File: config.mk
export PLATFORM = sky130hd
export DESIGN_NAME = pattern_sequencer
export DESIGN_NICKNAME = d
export VERILOG_FILES = /design/src/rtl/pattern_sequencer_pkg.sv /design/src/rtl/pattern_sequencer_out.sv /design/src/rtl/pattern_sequencer.sv
export SDC_FILE = /design/constraint.sdc
export NUM_CORES = 1
export LEC_CHECK = 0
export ABC_AREA = 1
export CORE_MARGIN = 5
export CORE_UTILIZATION = 41
export DETAILED_ROUTE_END_ITERATION = 16
export GPL_TIMING_DRIVEN = 0
export HOLD_SLACK_MARGIN = 0.15
export PLACE_DENSITY = 0.74
export SKIP_CTS_REPAIR_TIMING = 1
export SYNTH_ARGS = -nofsm -noshare
export SYNTH_HDL_FRONTEND = slang
export SYNTH_HIERARCHICAL = 1
export SYNTH_SLANG_ARGS = --single-unit
File: constraint.sdc
create_clock -name clk -period 3.8 [get_ports clk]
set_clock_uncertainty 0.15 [all_clocks]
set_input_delay 0.76 -clock clk [delete_from_list [all_inputs] [get_ports clk]]
set_output_delay 0.76 -clock clk [all_outputs]
set_load 0.01 [all_outputs]
File: src/rtl/pattern_sequencer_pkg.sv
// Shared constants for the pattern sequencer and the pattern buffer bank:
// register addresses, field range, sequence entry layout and FSM states.
package pattern_sequencer_pkg;

  localparam int SEQ1ADR    = 0;
  localparam int SEQ2ADR    = 1;
  localparam int SEQCTRLADR = 2;

  localparam int FIRST_FIELD = 3;
  localparam int LAST_FIELD  = 26;
  localparam int NSTEPS      = 4;

  localparam int VALID_BIT = 3;
  localparam int BUF_MSB   = 2;

  localparam logic [4:0] FIRST_FP = 5'(FIRST_FIELD);
  localparam logic [4:0] LAST_FP  = 5'(LAST_FIELD);

  typedef logic [2:0] state_t;
  localparam state_t S_IDLE  = 3'd0;
  localparam state_t S_LOAD  = 3'd1;
  localparam state_t S_PLAY  = 3'd2;
  localparam state_t S_NEXT  = 3'd3;
  localparam state_t S_DRAIN = 3'd4;

  typedef struct packed {
    logic             valid;
    logic [BUF_MSB:0] buf_sel;
  } seq_entry_t;

  // Steps are packed as 4-bit nibbles, step 0 in the low nibble of SEQ1.
  function automatic seq_entry_t get_entry(input logic [15:0] seq, input logic [1:0] step);
    return seq_entry_t'(seq[{step, 2'b00} +: 4]);
  endfunction

endpackage

File: src/rtl/pattern_sequencer_out.sv
// Output stage of the pattern stream: byte plus last flag with valid/ready
// hold logic. A new byte may enter whenever the slot is empty or draining.
module pat_out_reg (
  input  logic       clk,
  input  logic       rst_n,
  input  logic       i_load_req,
  input  logic [7:0] i_data,
  input  logic       i_last,
  input  logic       i_ready,
  output logic       o_load_en,
  output logic [7:0] o_data,
  output logic       o_valid,
  output logic       o_last
);

  logic [7:0] r_data;
  logic       r_valid;
  logic       r_last;
  logic       w_load;

  assign o_load_en = !r_valid || i_ready;
  assign w_load    = i_load_req && o_load_en;

  always_ff @(posedge clk or negedge rst_n) begin
    if (!rst_n) begin
      r_valid <= 1'b0;
      r_data  <= 8'd0;
      r_last  <= 1'b0;
    end else if (w_load) begin
      r_valid <= 1'b1;
      r_data  <= i_data;
      r_last  <= i_last;
    end else if (i_ready) begin
      r_valid <= 1'b0;
    end
  end

  assign o_data  = r_data;
  assign o_valid = r_valid;
  assign o_last  = r_last;

endmodule

File: src/rtl/pattern_sequencer.sv
// Walks the snapshotted step list, sweeping each selected buffer's pattern
// fields into a valid/ready byte stream.
module pattern_sequencer
  import pattern_sequencer_pkg::*;
(
  input  logic       clk,
  input  logic       rst_n,
  input  logic [7:0] seq1,
  input  logic [7:0] seq2,
  input  logic [7:0] seqctrl,
  input  logic [7:0] field_byte,
  output logic [2:0] bufp,
  output logic [4:0] fieldp,
  output logic [7:0] out_data,
  output logic       out_valid,
  input  logic       out_ready,
  output logic       out_last,
  output logic       busy,
  output logic       done
);

  state_t      r_state;
  logic [1:0]  r_step;
  logic [15:0] r_seq;
  logic        r_loop;
  logic [2:0]  r_bufp;
  logic [4:0]  r_fieldp;
  logic        r_done;

  logic        w_run;
  logic        w_load_en;
  logic        w_load_req;
  logic        w_load;
  logic [1:0]  w_step_nx;
  logic        w_wrap;
  logic        w_unused_ctrl;
  seq_entry_t  w_entry0_live;
  seq_entry_t  w_entry_nx;
  seq_entry_t  w_entry0;

  assign w_run         = seqctrl[0];
  assign w_unused_ctrl = ^seqctrl[7:2];

  assign w_entry0_live = get_entry({seq2, seq1}, 2'd0);
  assign w_entry0      = get_entry(r_seq, 2'd0);
  assign w_step_nx     = r_step + 2'd1;
  assign w_wrap        = (r_step == 2'(NSTEPS - 1));
  assign w_entry_nx    = get_entry(r_seq, w_step_nx);

  assign w_load_req = (r_state == S_PLAY) && w_run;
  assign w_load     = w_load_req && w_load_en;

  // Running sequence is frozen at LOAD so later register writes cannot disturb it.
  always_ff @(posedge clk) begin
    if (r_state == S_LOAD) begin
      r_seq  <= {seq2, seq1};
      r_loop <= seqctrl[1];
    end
  end

  always_ff @(posedge clk or negedge rst_n) begin
    if (!rst_n) begin
      r_state  <= S_IDLE;
      r_step   <= 2'd0;
      r_bufp   <= 3'd0;
      r_fieldp <= FIRST_FP;
      r_done   <= 1'b0;
    end else begin
      r_done <= 1'b0;
      case (r_state)
        S_IDLE: begin
          if (w_run) r_state <= S_LOAD;
        end
        S_LOAD: begin
          r_step <= 2'd0;
          if (!w_run) begin
            r_state <= S_DRAIN;
          end else if (!w_entry0_live.valid) begin
            r_done  <= 1'b1;
            r_state <= S_IDLE;
          end else begin
            r_bufp   <= w_entry0_live.buf_sel;
            r_fieldp <= FIRST_FP;
            r_state  <= S_PLAY;
          end
        end
        S_PLAY: begin
          if (!w_run) begin
            r_state <= S_DRAIN;
          end else if (w_load) begin
            if (r_fieldp == LAST_FP) r_state <= S_NEXT;
            else                     r_fieldp <= r_fieldp + 5'd1;
          end
        end
        S_NEXT: begin
          r_step <= w_step_nx;
          if (!w_run) begin
            r_state <= S_DRAIN;
          end else if (!w_wrap && w_entry_nx.valid) begin
            r_bufp   <= w_entry_nx.buf_sel;
            r_fieldp <= FIRST_FP;
            r_state  <= S_PLAY;
          end else if (r_loop && w_entry0.valid) begin
            // Looping restarts at step 0 without revisiting LOAD, keeping the snapshot.
            r_step   <= 2'd0;
            r_bufp   <= w_entry0.buf_sel;
            r_fieldp <= FIRST_FP;
            r_state  <= S_PLAY;
          end else begin
            r_state <= S_DRAIN;
          end
        end
        S_DRAIN: begin
          if (!out_valid || out_ready) begin
            r_done  <= 1'b1;
            r_state <= S_IDLE;
          end
        end
        default: r_state <= S_IDLE;
      endcase
    end
  end

  pat_out_reg u_out (
    .clk        (clk),
    .rst_n      (rst_n),
    .i_load_req (w_load_req),
    .i_data     (field_byte),
    .i_last     (r_fieldp == LAST_FP),
    .i_ready    (out_ready),
    .o_load_en  (w_load_en),
    .o_data     (out_data),
    .o_valid    (out_valid),
    .o_last     (out_last)
  );

  assign bufp   = r_bufp;
  assign fieldp = r_fieldp;
  assign busy   = (r_state != S_IDLE);
  assign done   = r_done;

endmodule
Word level (Yosys, flattened, before mapping). Index checks and enable logic that the tools add are counted. W data, S select, Z words.

Bits in registers: 41. Bits of input ports: 35. Output and inout port bits: 20. Word-level logic and storage cells: 81.

$add $sub $neg: 2. Equality and inequality tests: 17. Shift-type cells: 1. Multiplexer cells: 36. Reduce and logical (&&, ||, !) cells: 15.

Operator list (number): $mux W3 (14); $mux W5 (8); $shiftx A16 B5 Y4 (1); $pmux W3 S5 (1); $pmux W5 S3 (1); $ne A2 B2 Y1 const B (6); $mux W2 (4); $reduce_and A8 Y1 (1); $eq A3 B2 Y1 const B (2); $ne A3 B2 Y1 const B (2); $pmux W3 S2 (1); $reduce_bool A3 Y1 (2); $add A5 B1 Y5 const B (1); $eq A5 B5 Y1 const B (1); $mux W1 (5); $reduce_and A5 Y1 (1); $logic_and A1 B1 Y1 (4); $ne A2 B1 Y1 const B (2); $pmux W2 S2 (1); $reduce_and A4 Y1 (1); $reduce_bool A2 Y1 (2); $eq A3 B1 Y1 const B (1); $eq A3 B3 Y1 const B (1); $logic_not A3 Y1 (1); other kinds (6) (7).

Depth between registers and ports, before layout.
Depth in word-level cells: 6. Gate-level depth with buffers: 10. Depth with buffers taken out: 10.

By module. Netlist, hierarchy kept.

By module, submodules not included: pattern_sequencer (times used 1, cells an instance 164, area each 1649.1 um2, seq. area each 863.3 um2); pat_out_reg (times used 1, cells an instance 43, area each 464.2 um2, seq. area each 250.2 um2).

Worst setup path before layout. No wires, ideal clock.

Path type: register to register. Start point: reg r_step[0]. End point: reg r_fieldp[4], in the netlist fieldp[4]. Setup time: 0.119 ns. Data arrival time: 1.513 ns. Data required time: 3.531 ns. Setup slack: 2.018 ns. Cell stages (with the launch flop): 10. Buffers on the path: 0. Period minus slack after synthesis: 1.782 ns. Cell sequence: dfrtp_1 ha_1 inv_1 nand3_2 nand2_4 nand3_4 nand3_4 nand3_4 nand2_1 o21ai_2.

Word-level cells in the longest chain between the ends: 6. Elaborated cells on any way between the ends: 10. Classes of those cells: add/sub (1); eq/ne (2); shift (1); mux (3); reduce/logical (3).

RTL lines: start, declared (line pattern_sequencer.sv:23) `logic [1:0] r_step;`; start signal, assigned (line pattern_sequencer.sv:96) `r_step <= w_step_nx;`; $add A2 B1 Y2 or $eq A2 B2 Y1 (tied branches) (line pattern_sequencer.sv:46, pattern_sequencer.sv:47); $shiftx A16 B5 Y4 or $logic_not A1 Y1 (tied branches) (line pattern_sequencer_pkg.sv:33, pattern_sequencer.sv:99); $logic_and A1 B1 Y1 (*) (line pattern_sequencer.sv:99) `end else if (!w_wrap && w_entry_nx.valid) begin`; $mux W5 (line pattern_sequencer.sv:99); $mux W5 (line pattern_sequencer.sv:97) `if (!w_run) begin`; $pmux W5 S3 (line pattern_sequencer.sv:70) `case (r_state)`; end signal, assigned (line pattern_sequencer.sv:92) `else r_fieldp <= r_fieldp + 5'd1;`; end, declared (line pattern_sequencer.sv:27) `logic [4:0] r_fieldp;`.

Every way passes the cells marked *; elsewhere a longest branch is shown, timed or not. The select of a mux whose other input is x is not followed. A chain may end at the register's enable or synchronous reset.

Worst setup path in the final report.
Start point: reg r_state[2]. End point: out busy.

Word-level cells in the longest chain between the ends: 1.

RTL lines: start, declared (line pattern_sequencer.sv:22) `state_t r_state;`; start signal, assigned (line pattern_sequencer.sv:63) `r_state <= S_IDLE;`; start signal, assigned (line pattern_sequencer.sv:72) `if (w_run) r_state <= S_LOAD;`; start signal, assigned (line pattern_sequencer.sv:77) `r_state <= S_DRAIN;`; $reduce_bool A3 Y1 (line pattern_sequencer.sv:139) `assign busy = (r_state != S_IDLE);`; end, declared (line pattern_sequencer.sv:18) `output logic busy,`.

Every way passes these cells.

==> run_results.csv <==
group,metric,value,unit
flow_run,maxCapViolations,0,
floorplanning,num_io_pins,55,
logic_synthesis,yosys.area_share.adder,1.78,%
logic_synthesis,syn_area_per_cell,10.2,um2
final_layout,fin_cells,333,
route,drc,0,
global_route,grt_max_degree,25,
clocking,numCtsBuffers,5,
placement,place_area,2680,um2
power_and_ir_drop,power_density,682,nW/um2
clocking,clockBufferDepth,2,
logic_synthesis,synth_top_area_cell,"dfrtp_1",
placement,io_buffer_count,48,
route,drt_iter0_markers,37,
global_route,groute.usage.overall,13.6,%
sta,setup-tns-final,0,ns
final_layout,fillers,459,
sta,period_share,65.4,%
power_and_ir_drop,power.total,1.90,mW
sta,setup_viol,0,
final_layout,multi_input_area,860,um2
floorplanning,initial_core_util,41.9,%
power_and_ir_drop,vdd_drop_max,0.292,mV
worst_setup_path,criticalPathCategory,"reg -> out",
route,via_per_inst,4.70,
logic_synthesis,synthTopCellsByCount,"54 x nand2_1, 22 x dfrtp_1, 19 x inv_1",
logic_synthesis,synthTopCellsByArea,"dfrtp_1 26%, edfxtp_1 24%, nand2_1 9.6%",
placement,place_hpwl,2.98,mm
global_route,grt_pass1_vias,1541,
global_route,antenna_found_initial,0,
route,wl_per_cell,12.3,um
floorplanning,core,5040,um2
placement,gp_congestion,0.744,
global_route,grt_pass1_wl,6.72,mm
logic_synthesis,synth_top_family_by_area,"simple AND/OR/NAND/NOR gates",
route,detail-route-antenna-nets,0,
floorplanning,dieArea,6690,um2
logic_synthesis,synth_top_flop_cell,"dfrtp_1",
clocking,path_clk_slew,0.08,ns
logic_synthesis,synth_area,2110,um2
clocking,cts_root_buf,"clkbuf_8",
sta,max_freq,402,MHz
final_layout,area_growth,32.1,%
sta,grt_setup_unrepaired,"false",
final_layout,stdcell_area,2790,um2
final_layout,final_nets,300,
route,wl,4.08,mm
logic_synthesis,yosysMostFrequentCell,"nand2_1",
sta,max_slew.worst_pin.slew,1.09,ns
logic_synthesis,synth_xor_area_share,0.829,%
final_layout,diodes,0,
logic_synthesis,synthesis.nets,245,
sta,fin_crit,2.49,ns
logic_synthesis,synth_seq_cells,41,
placement,placedCellCount,325,
logic_synthesis,synth-compound-area-share,8.05,%
power_and_ir_drop,leakage,1.19,nW
sta,slew-limit-headroom,27.3,%
logic_synthesis,yosysUniqueCellTypes,32,
logic_synthesis,synth_edf_count,17,
floorplanning,die_x,81.8,um
logic_synthesis,synthSimpleGateAreaFrac,30.0,%
final_layout,seq_area,1110,um2
logic_synthesis,ys_warn_count,6,
logic_synthesis,muxShareOfSynthArea,0,%
worst_setup_path,worstPathRequired,2.89,ns
worst_setup_path,critPathMaxFanout,6,
route,num_vias,1565,
floorplanning,die_h,81.8,um
logic_synthesis,synthArstFlopShare,58.5,%
sta,hold_violations,0,
worst_setup_path,crit_path_end_kind,"output port",
worst_setup_path,cp.arrival,1.58,ns
status,run_status,"finished, final reports clean",
clocking,clk_latency,0.30,ns
sta,final-max-slew-violation-count,0,
logic_synthesis,synth_cells,207,
clocking,clock_sinks,41,
min_path,hp-class,"reg -> reg",
floorplanning,rows,26,
final_layout,drive_gt1_share,21.3,%
clocking,cts.htree.levels,2,
min_path,hold_depth,2,
worst_setup_path,reg2reg_depth,9,
route,dr.pass1.iters,4,
global_route,grt.overflow.total,0,
logic_synthesis,synth_top_area_share,26.1,%
logic_synthesis,synth-seq-area-share,52.7,%
worst_setup_path,cp-start-kind,"register",
worst_setup_path,r2r_setup_slack,1.84,ns
clocking,cts_tree,"yes",
## path summary, 6_finish.rpt
| path | startpoint | endpoint |
|---|---|---|
| max in group asynchronous | rst_n | u_out/o_valid$_DFFE_PN0P_ |
| min in group asynchronous | rst_n | fieldp[3]$_DFFE_PN0P_ |
| min | u_out/o_data[0]$_DFFE_PN0P_ | u_out/o_data[0]$_DFFE_PN0P_ |
| max | r_state[2]$_DFFE_PN0P_ | busy |
| min reg2reg | u_out/o_data[0]$_DFFE_PN0P_ | u_out/o_data[0]$_DFFE_PN0P_ |
| max reg2reg | r_step[0]$_DFFE_PN0P_ | fieldp[4]$_DFFE_PN0P_ |
## routing by layer
layer	up-vias	global-route usage [%]	routed length (um)
li1	798	-	-
met1	716	15.8	1800
met2	43	21.4	1930
met3	8	4.93	255
met4	0	7.81	90
met5	-	0	0
## critical path: stages, from the launching register on
cell	delay, ns
dfrtp_1	0.51
inv_2	0.07
nand2_1	0.13
clkdlybuf4s50_1	0.56
## layout make-up
| type | instances | area share [%] |
|---|---|---|
| multi-input cells | 137 | 30.8 |
| plain buffers | 3 | 1.52 |
| clock inverters | 3 | 1.48 |
| well taps | 70 | 3.14 |
| clock buffers | 5 | 2.47 |
| inverters | 26 | 3.50 |
| repair buffers | 48 | 17.2 |
| flip-flops and latches | 41 | 39.9 |
## layout by cell type (no fill, tap or decap), types with 2 or more instances in the layout
master / instances
nor2_4: 2
nand4_1: 6
dfrtp_1: 22
a21oi_1: 2
nor2_2: 2
nand2_1: 54
nand3_2: 12
o21ai_1: 2
nand3_4: 3
xor2_1: 2
nand2_4: 4
edfxtp_1: 17
clkdlybuf4s50_1: 48
dfstp_2: 2
nand2_2: 4
a21oi_2: 2
buf_6: 2
ha_1: 3
inv_2: 7
nor2_1: 10
clkbuf_8: 5
o211ai_1: 3
o21ai_2: 5
nand3_1: 11
inv_1: 19
o21ai_0: 3
## where the power goes
| group | total [mW] | leakage, nW | switching, mW | internal (mW) |
|---|---|---|---|---|
| sequential | 0.748 | 0.468 | 0.0995 | 0.649 |
| clock | 0.351 | 0.0518 | 0.157 | 0.193 |
| combinational | 0.806 | 0.672 | 0.448 | 0.358 |
| total | 1.90 | 1.19 | 0.705 | 1.20 |
## flip-flops by register name, summed over array words and instances, names as in the netlist
signal,cells
r_seq,16
u_out/o_data,8
fieldp,5
bufp,3
r_state,3
r_step,2
done,1
r_loop,1
u_out/o_last,1
u_out/o_valid,1
## metrics by stage
stage	hold WS (ns)	util, %	worst slack (ns)
6_report	0.332	55.4	1.31
5_1_grt	0.341	55.4	1.24
4_1_cts	0.335	55.4	1.28
3_5_place_dp	0.314	53.2	1.31
3_3_place_gp	0.306	53.2	1.33
2_1_floorplan	0.303	-	2.02
## cells by family after synthesis
kind of cell,Yosys count
AOI/OAI and AO/OA,22
xor gates and xnor gates,2
adders and majority gates,3
buffers and inverters,29
DFF,41
and+or+nand+nor,110
No activity file was read; power rests on OpenSTA's default activity.
